===== config.mk =====
export PLATFORM = sky130hd
export DESIGN_NAME = dpram_arbiter
export DESIGN_NICKNAME = d
export VERILOG_FILES = /design/src/rtl/dpram_arbiter.sv
export SDC_FILE = /design/constraint.sdc
export NUM_CORES = 1
export LEC_CHECK = 0
export BUFFER_PORTS_ARGS = -buffer_cell sky130_fd_sc_hd__buf_2
export CORE_ASPECT_RATIO = 1.5
export CORE_UTILIZATION = 40
export CTS_CLUSTER_SIZE = 40
export DETAILED_ROUTE_END_ITERATION = 7
export PLACE_DENSITY_LB_ADDON = 0.15
export SLEW_MARGIN = 15
export SYNTH_ARGS = -nofsm -noshare
export SYNTH_HDL_FRONTEND = slang
export SYNTH_SLANG_ARGS = --single-unit

===== constraint.sdc =====
create_clock -name i_clk -period 2 [get_ports i_clk]
set_clock_uncertainty 0.15 [all_clocks]
set_input_delay 0.4 -clock i_clk [delete_from_list [all_inputs] [get_ports i_clk]]
set_output_delay 0.4 -clock i_clk [all_outputs]
set_load 0.02 [all_outputs]

===== src/rtl/dpram_arbiter.sv =====
// dpram_arbiter: round-robin sharing of a dual-port RAM's single write port
// and single read port between two requesters, with one-cycle read response,
// same-cycle write-to-read bypass and an optional post-reset zero scrub.
// Optional feature macro: DPRAM_ARB_SCRUB_EN (adds the SCRUB state, its
// address counter and o_busy; without it RUN starts straight out of reset).
module dpram_arbiter #(
  parameter int XLEN       = 32,
  parameter int ADDR_WIDTH = 5
) (
  input  logic                  i_clk,
  input  logic                  i_rst,
  input  logic                  i_wr0_valid,
  output logic                  o_wr0_ready,
  input  logic [ADDR_WIDTH-1:0] i_wr0_addr,
  input  logic [XLEN-1:0]       i_wr0_data,
  input  logic                  i_wr1_valid,
  output logic                  o_wr1_ready,
  input  logic [ADDR_WIDTH-1:0] i_wr1_addr,
  input  logic [XLEN-1:0]       i_wr1_data,
  input  logic                  i_rd0_valid,
  output logic                  o_rd0_ready,
  input  logic [ADDR_WIDTH-1:0] i_rd0_addr,
  output logic                  o_rd0_rvalid,
  output logic [XLEN-1:0]       o_rd0_rdata,
  input  logic                  i_rd1_valid,
  output logic                  o_rd1_ready,
  input  logic [ADDR_WIDTH-1:0] i_rd1_addr,
  output logic                  o_rd1_rvalid,
  output logic [XLEN-1:0]       o_rd1_rdata,
  output logic                  o_ram_we,
  output logic [ADDR_WIDTH-1:0] o_ram_wAddr,
  output logic [XLEN-1:0]       o_ram_dataIn,
  output logic [ADDR_WIDTH-1:0] o_ram_rAddr,
  input  logic [XLEN-1:0]       i_ram_q,
  output logic                  o_busy
);

  // Arbitration enables and scrub write source
  logic                  run;
  logic                  scrub_we;
  logic [ADDR_WIDTH-1:0] scrub_addr;

  // Grants and round-robin pointers (pointer value = requester holding priority)
  logic wr_gnt0, wr_gnt1, rd_gnt0, rd_gnt1;
  logic wr_ptr_q, wr_ptr_d, rd_ptr_q, rd_ptr_d;
  logic bypass_hit;

  // Read response tag, bypass capture and held read data
  logic            tag_vld_q, tag_req_q;
  logic            byp_q;
  logic [XLEN-1:0] byp_data_q;
  logic [XLEN-1:0] rdata0_q, rdata1_q;
  logic [XLEN-1:0] resp_data;

  // Round-robin grants per port and next priority pointers
  always_comb begin
    // NOTE: every output of a combinational block gets a default first, so no
    // path can leave a signal unassigned and infer a latch.
    wr_gnt0  = run && i_wr0_valid && (!i_wr1_valid || !wr_ptr_q);
    wr_gnt1  = run && i_wr1_valid && (!i_wr0_valid ||  wr_ptr_q);
    rd_gnt0  = run && i_rd0_valid && (!i_rd1_valid || !rd_ptr_q);
    rd_gnt1  = run && i_rd1_valid && (!i_rd0_valid ||  rd_ptr_q);
    wr_ptr_d = wr_ptr_q;
    rd_ptr_d = rd_ptr_q;
    if (wr_gnt0)      wr_ptr_d = 1'b1;
    else if (wr_gnt1) wr_ptr_d = 1'b0;
    if (rd_gnt0)      rd_ptr_d = 1'b1;
    else if (rd_gnt1) rd_ptr_d = 1'b0;
  end

  assign o_wr0_ready = wr_gnt0;
  assign o_wr1_ready = wr_gnt1;
  assign o_rd0_ready = rd_gnt0;
  assign o_rd1_ready = rd_gnt1;

  // RAM write/read port muxing: scrub, then the winning requester, else zero
  always_comb begin
    o_ram_we     = 1'b0;
    o_ram_wAddr  = '0;
    o_ram_dataIn = '0;
    o_ram_rAddr  = '0;
    if (scrub_we) begin
      o_ram_we    = 1'b1;
      o_ram_wAddr = scrub_addr;
    end else if (wr_gnt0) begin
      o_ram_we     = 1'b1;
      o_ram_wAddr  = i_wr0_addr;
      o_ram_dataIn = i_wr0_data;
    end else if (wr_gnt1) begin
      o_ram_we     = 1'b1;
      o_ram_wAddr  = i_wr1_addr;
      o_ram_dataIn = i_wr1_data;
    end
    if (rd_gnt0)      o_ram_rAddr = i_rd0_addr;
    else if (rd_gnt1) o_ram_rAddr = i_rd1_addr;
  end

  // The RAM returns pre-write data on a same-address collision, so a
  // colliding read is answered from the captured write data instead.
  assign bypass_hit = (rd_gnt0 || rd_gnt1) && (wr_gnt0 || wr_gnt1) &&
                      (o_ram_rAddr == o_ram_wAddr);

  // Priority pointers, read tag, bypass capture and held read data
  always_ff @(posedge i_clk) begin
    // NOTE: sequential state uses non-blocking assignments so every register
    // samples pre-edge values regardless of statement order.
    if (i_rst) begin
      wr_ptr_q   <= 1'b0;
      rd_ptr_q   <= 1'b0;
      tag_vld_q  <= 1'b0;
      tag_req_q  <= 1'b0;
      byp_q      <= 1'b0;
      byp_data_q <= '0;
      rdata0_q   <= '0;
      rdata1_q   <= '0;
    end else begin
      wr_ptr_q   <= wr_ptr_d;
      rd_ptr_q   <= rd_ptr_d;
      tag_vld_q  <= rd_gnt0 || rd_gnt1;
      tag_req_q  <= rd_gnt1;
      byp_q      <= bypass_hit;
      byp_data_q <= o_ram_dataIn;
      rdata0_q   <= o_rd0_rdata;
      rdata1_q   <= o_rd1_rdata;
    end
  end

  // Response goes to the tagged requester only; the other holds its data
  assign resp_data    = byp_q ? byp_data_q : i_ram_q;
  assign o_rd0_rvalid = !i_rst && tag_vld_q && !tag_req_q;
  assign o_rd1_rvalid = !i_rst && tag_vld_q &&  tag_req_q;
  assign o_rd0_rdata  = i_rst ? '0 : (o_rd0_rvalid ? resp_data : rdata0_q);
  assign o_rd1_rdata  = i_rst ? '0 : (o_rd1_rvalid ? resp_data : rdata1_q);

`ifdef DPRAM_ARB_SCRUB_EN
  typedef enum logic {ST_SCRUB, ST_RUN} state_e;

  state_e                state_q, state_d;
  logic [ADDR_WIDTH-1:0] scrub_cnt_q, scrub_cnt_d;

  // State and scrub address counter register
  always_ff @(posedge i_clk) begin
    if (i_rst) begin
      state_q     <= ST_SCRUB;
      scrub_cnt_q <= '0;
    end else begin
      state_q     <= state_d;
      scrub_cnt_q <= scrub_cnt_d;
    end
  end

  // Step the counter through every address; leave SCRUB after the top one
  always_comb begin
    state_d     = state_q;
    scrub_cnt_d = scrub_cnt_q;
    if (state_q == ST_SCRUB) begin
      if (&scrub_cnt_q) state_d     = ST_RUN;
      else              scrub_cnt_d = scrub_cnt_q + ADDR_WIDTH'(1);
    end
  end

  assign run        = !i_rst && (state_q == ST_RUN);
  assign scrub_we   = !i_rst && (state_q == ST_SCRUB);
  assign scrub_addr = scrub_cnt_q;
  assign o_busy     = i_rst || (state_q == ST_SCRUB);
`else
  assign run        = !i_rst;
  assign scrub_we   = 1'b0;
  assign scrub_addr = '0;
  assign o_busy     = 1'b0;
`endif

endmodule

==> summary.txt <==
Outcome
  – Status: complete, but fails checks
  – Failing checks: setup timing

Clock tree
  – Num CTS Buffers: 9
  – Clk Latency, worst-skew pair: 0.35 ns
  – CTS tree: built
  – Clock Path Buffers: 2
  – Clk sinks: 101
  – Clock slew at reported path FFs: 0.07 ns
  – Cts hold-fix bufs: 0
  – H-Tree Depth: 3
  – Root Buffer: clkbuf_16

Synthesis
  – Register area share after synthesis: 43.8%
  – Syn nets: 615
  – Register bit total from synthesis: 101
  – Synth warn: 0
  – Synth Area per Inst: 9.36 um2
  – Post-synth top area share: 43.8%
  – Unique masters post-synth: 30
  – Syn Inst Count: 493
  – Largest cells by area after synthesis: dfxtp_1, o21ai_0, a22o_1
  – Leading area contributor after synthesis: dfxtp_1
  – Synth Cell Area: 4620 um2

Layout
  – Core Util, Final: 77.1%
  – Multi-input gate area: 3190 um2
  – Final net count: 903
  – Layout Area Growth over Synthesis: 85.7%
  – Layout cells sized above 1: 57.1%
  – Antenna Cells: 0
  – Fillers: 697
  – Seq. cell area: 2030 um2

Timing
  – Slew Limit Fails: 0
  – Min cycle time layout: 2.24 ns
  – Period utilisation layout: 112%
  – Fmax: 447 MHz
  – RSZ-0062 raised after global routing: true
  – Fin Hold WS: 0.123 ns
  – Final setup violation count: 97
  – Setup WS post-layout: -0.237 ns
  – Hold Vio Cnt, Final: 0

Floorplan
  – Core region area: 11100 um2
  – Initial Util: 41.5%
  – Die height: 134 um
  – Die W: 89.7 um
  – Io pins: 236
  – Num rows: 47
  – Die area: 12000 um2

Global routing
  – Met2 usage: 53.2%
  – Global Route met3 Usage: 4.51%
  – Initial antenna violation count: 0
  – Gr busiest metal: met2
  – Met1 global-route usage: 28.1%
  – First-pass GRT wire length: 26.2 mm
  – Number of global-route vias before repair: 5325
  – GRT Total Usage: 27.7%
  – Grt total ovfl: 0
  – Pin count of the biggest net entering global routing: 44

Pwr
  – Flop pwr share: 40.1%
  – Worst IR Drop VDD: 451 uV
  – Switch share: 28.6%
  – Overall Power: 5.45 mW
  – Power Density: 636 nW/um2
  – P_leak: 3.76 nW
  – Comb pwr share: 27.3%
  – P_sw: 1.56 mW
  – Clk pwr share: 32.6%
  – P_int: 3.89 mW

Hold path
  – Worst hold-check path type: in2reg

Detailed routing
  – DRT iter0 DRCs: 210
  – Via Count: 5143
  – DRC viols: 0
  – ANT nets after route: 0
  – Avg WL per Cell: 19.1 um
  – Final WL: 17.8 mm
  – Pre-antenna DRT Iters: 5
  – DR vias/cell: 5.51

Setup path
  – Required time worst endpoint: 1.45 ns
  – Crit Path Max Fanout: 37
  – CP Class: reg2out
  – Crit end category: output pin
  – Startpoint types: register
  – Critical Path AT: 1.69 ns

Placement
  – Routability cong.: 0.843
  – Hpwl dp: 9.92 mm
  – Port Buffer Count: 234

Flow run
  – Max_cap viols: 0
[layout make-up]
type	count	area share (%)
repair buffers	328	33.4
flip-flops and latches	101	23.7
clock buffers	11	2.83
multi-input cells	339	37.2
inverters	2	0.0876
clock inverters	5	0.686
well taps	147	2.15
[sequential cells by signal, summed over array words and instances (netlist names)]
register	cells
byp_q	1
rdata0_q	32
tag_vld_q	1
rd_ptr_q	1
rdata1_q	32
byp_data_q	32
tag_req_q	1
wr_ptr_q	1
[Yosys cell counts]
library cell and number:
a21boi_4 1, a32oi_1 8, and4_1 1, a21boi_2 1
inv_1 2, nand3b_1 65, mux2i_1 32, buf_4 1
a32oi_2 2, a211oi_2 1, or3b_1 1, a211oi_1 1
nand2_1 2, nand2b_2 1, nand2b_1 1, nor2_1 18
buf_6 2, clkbuf_1 27, conb_1 1, a21oi_1 2
or3_1 1, a22o_1 64, o21ai_1 10, o21ai_0 119
xnor2_1 3, buf_2 21, nor2b_1 2, dfxtp_1 101
or2b_1 1, xor2_1 1
[critical path, cell delays in order, from the launching register on]
cell and delay, ns:
dfxtp_2 0.32, or3b_4 0.42, buf_12 0.19, nand3b_1 0.15
o21ai_1 0.08, buf_2 0.16
[logic make-up (layout without fill, tap and decap cells)]
kind of cell,after synthesis,in the layout,synth area share (%)
flops,101,101,43.8
xor+xnor,4,4,0.759
simple gates,93,93,13.5
other cells,1,1,0.0812
compound gates,209,209,29.7
mux,32,32,6.94
buf+inv,53,346,5.29
[final timing paths]
path | from | to | slack, ns | cells past startpoint
max | tag_vld_q | o_rd0_rdata[22] | -0.24 | 5
min | i_wr1_data[22] | byp_data_q[22] | 0.12 | 2
max reg2reg | wr_ptr_q | byp_q | 0.17 | 7
min reg2reg | rdata1_q[31] | rdata1_q[31] | 0.34 | 2
[power groups by stage]
stage / sequential (mW) / clock, mW / combinational, mW
after floorplan: 2.19 / 0 / 0.626
after global placement: 2.20 / 0 / 0.998
after detailed placement: 2.21 / 0 / 1.02
after CTS: 2.18 / 1.80 / 1.37
after global routing: 2.20 / 1.89 / 1.56
final: 2.19 / 1.78 / 1.49
[metrics by stage]
| stage | TNS [ns] | instance area [um2] | setup slack [ns] | instances |
|---|---|---|---|---|
| final | -13.69 | 8570 | -0.237 | 933 |
| after detailed placement | -6.30 | 6340 | -0.138 | 853 |
| after floorplan | -2.83 | 4890 | -0.118 | 493 |
| after global routing | -19.00 | 8570 | -0.304 | 933 |
| after global placement | -5.50 | 6340 | -0.115 | 853 |
| after CTS | -14.24 | 8170 | -0.229 | 920 |
[cell usage in the layout (no fill, tap or decap), types with 4 or more instances in the layout]
master / count
o21ai_0: 67
buf_12: 19
dfxtp_1: 96
clkbuf_16: 14
buf_4: 56
buf_8: 8
buf_2: 158
a32oi_1: 4
buf_6: 76
a22o_4: 23
nand3b_1: 65
a32oi_2: 5
o21ai_1: 32
nor2_1: 15
buf_16: 5
a22o_1: 41
o21ai_2: 23
dfxtp_2: 4
o21ai_4: 7
mux2i_4: 30
[layer usage]
metal | share of wire [%] | vias to the layer above
met5 | 0 | -
met4 | 5.1 | 0
met3 | 4.3 | 65
met2 | 54 | 193
met1 | 36 | 2456
li1 | - | 2429
[repair_timing]
item / CTS / global route
gates cloned: 12 / 7
gates resized for setup: 248 / 82
setup buffers: 42 / 15
pin swaps: 25 / 37
setup endpoints to repair: 108 / 108
(Power assumes the default switching activity.)
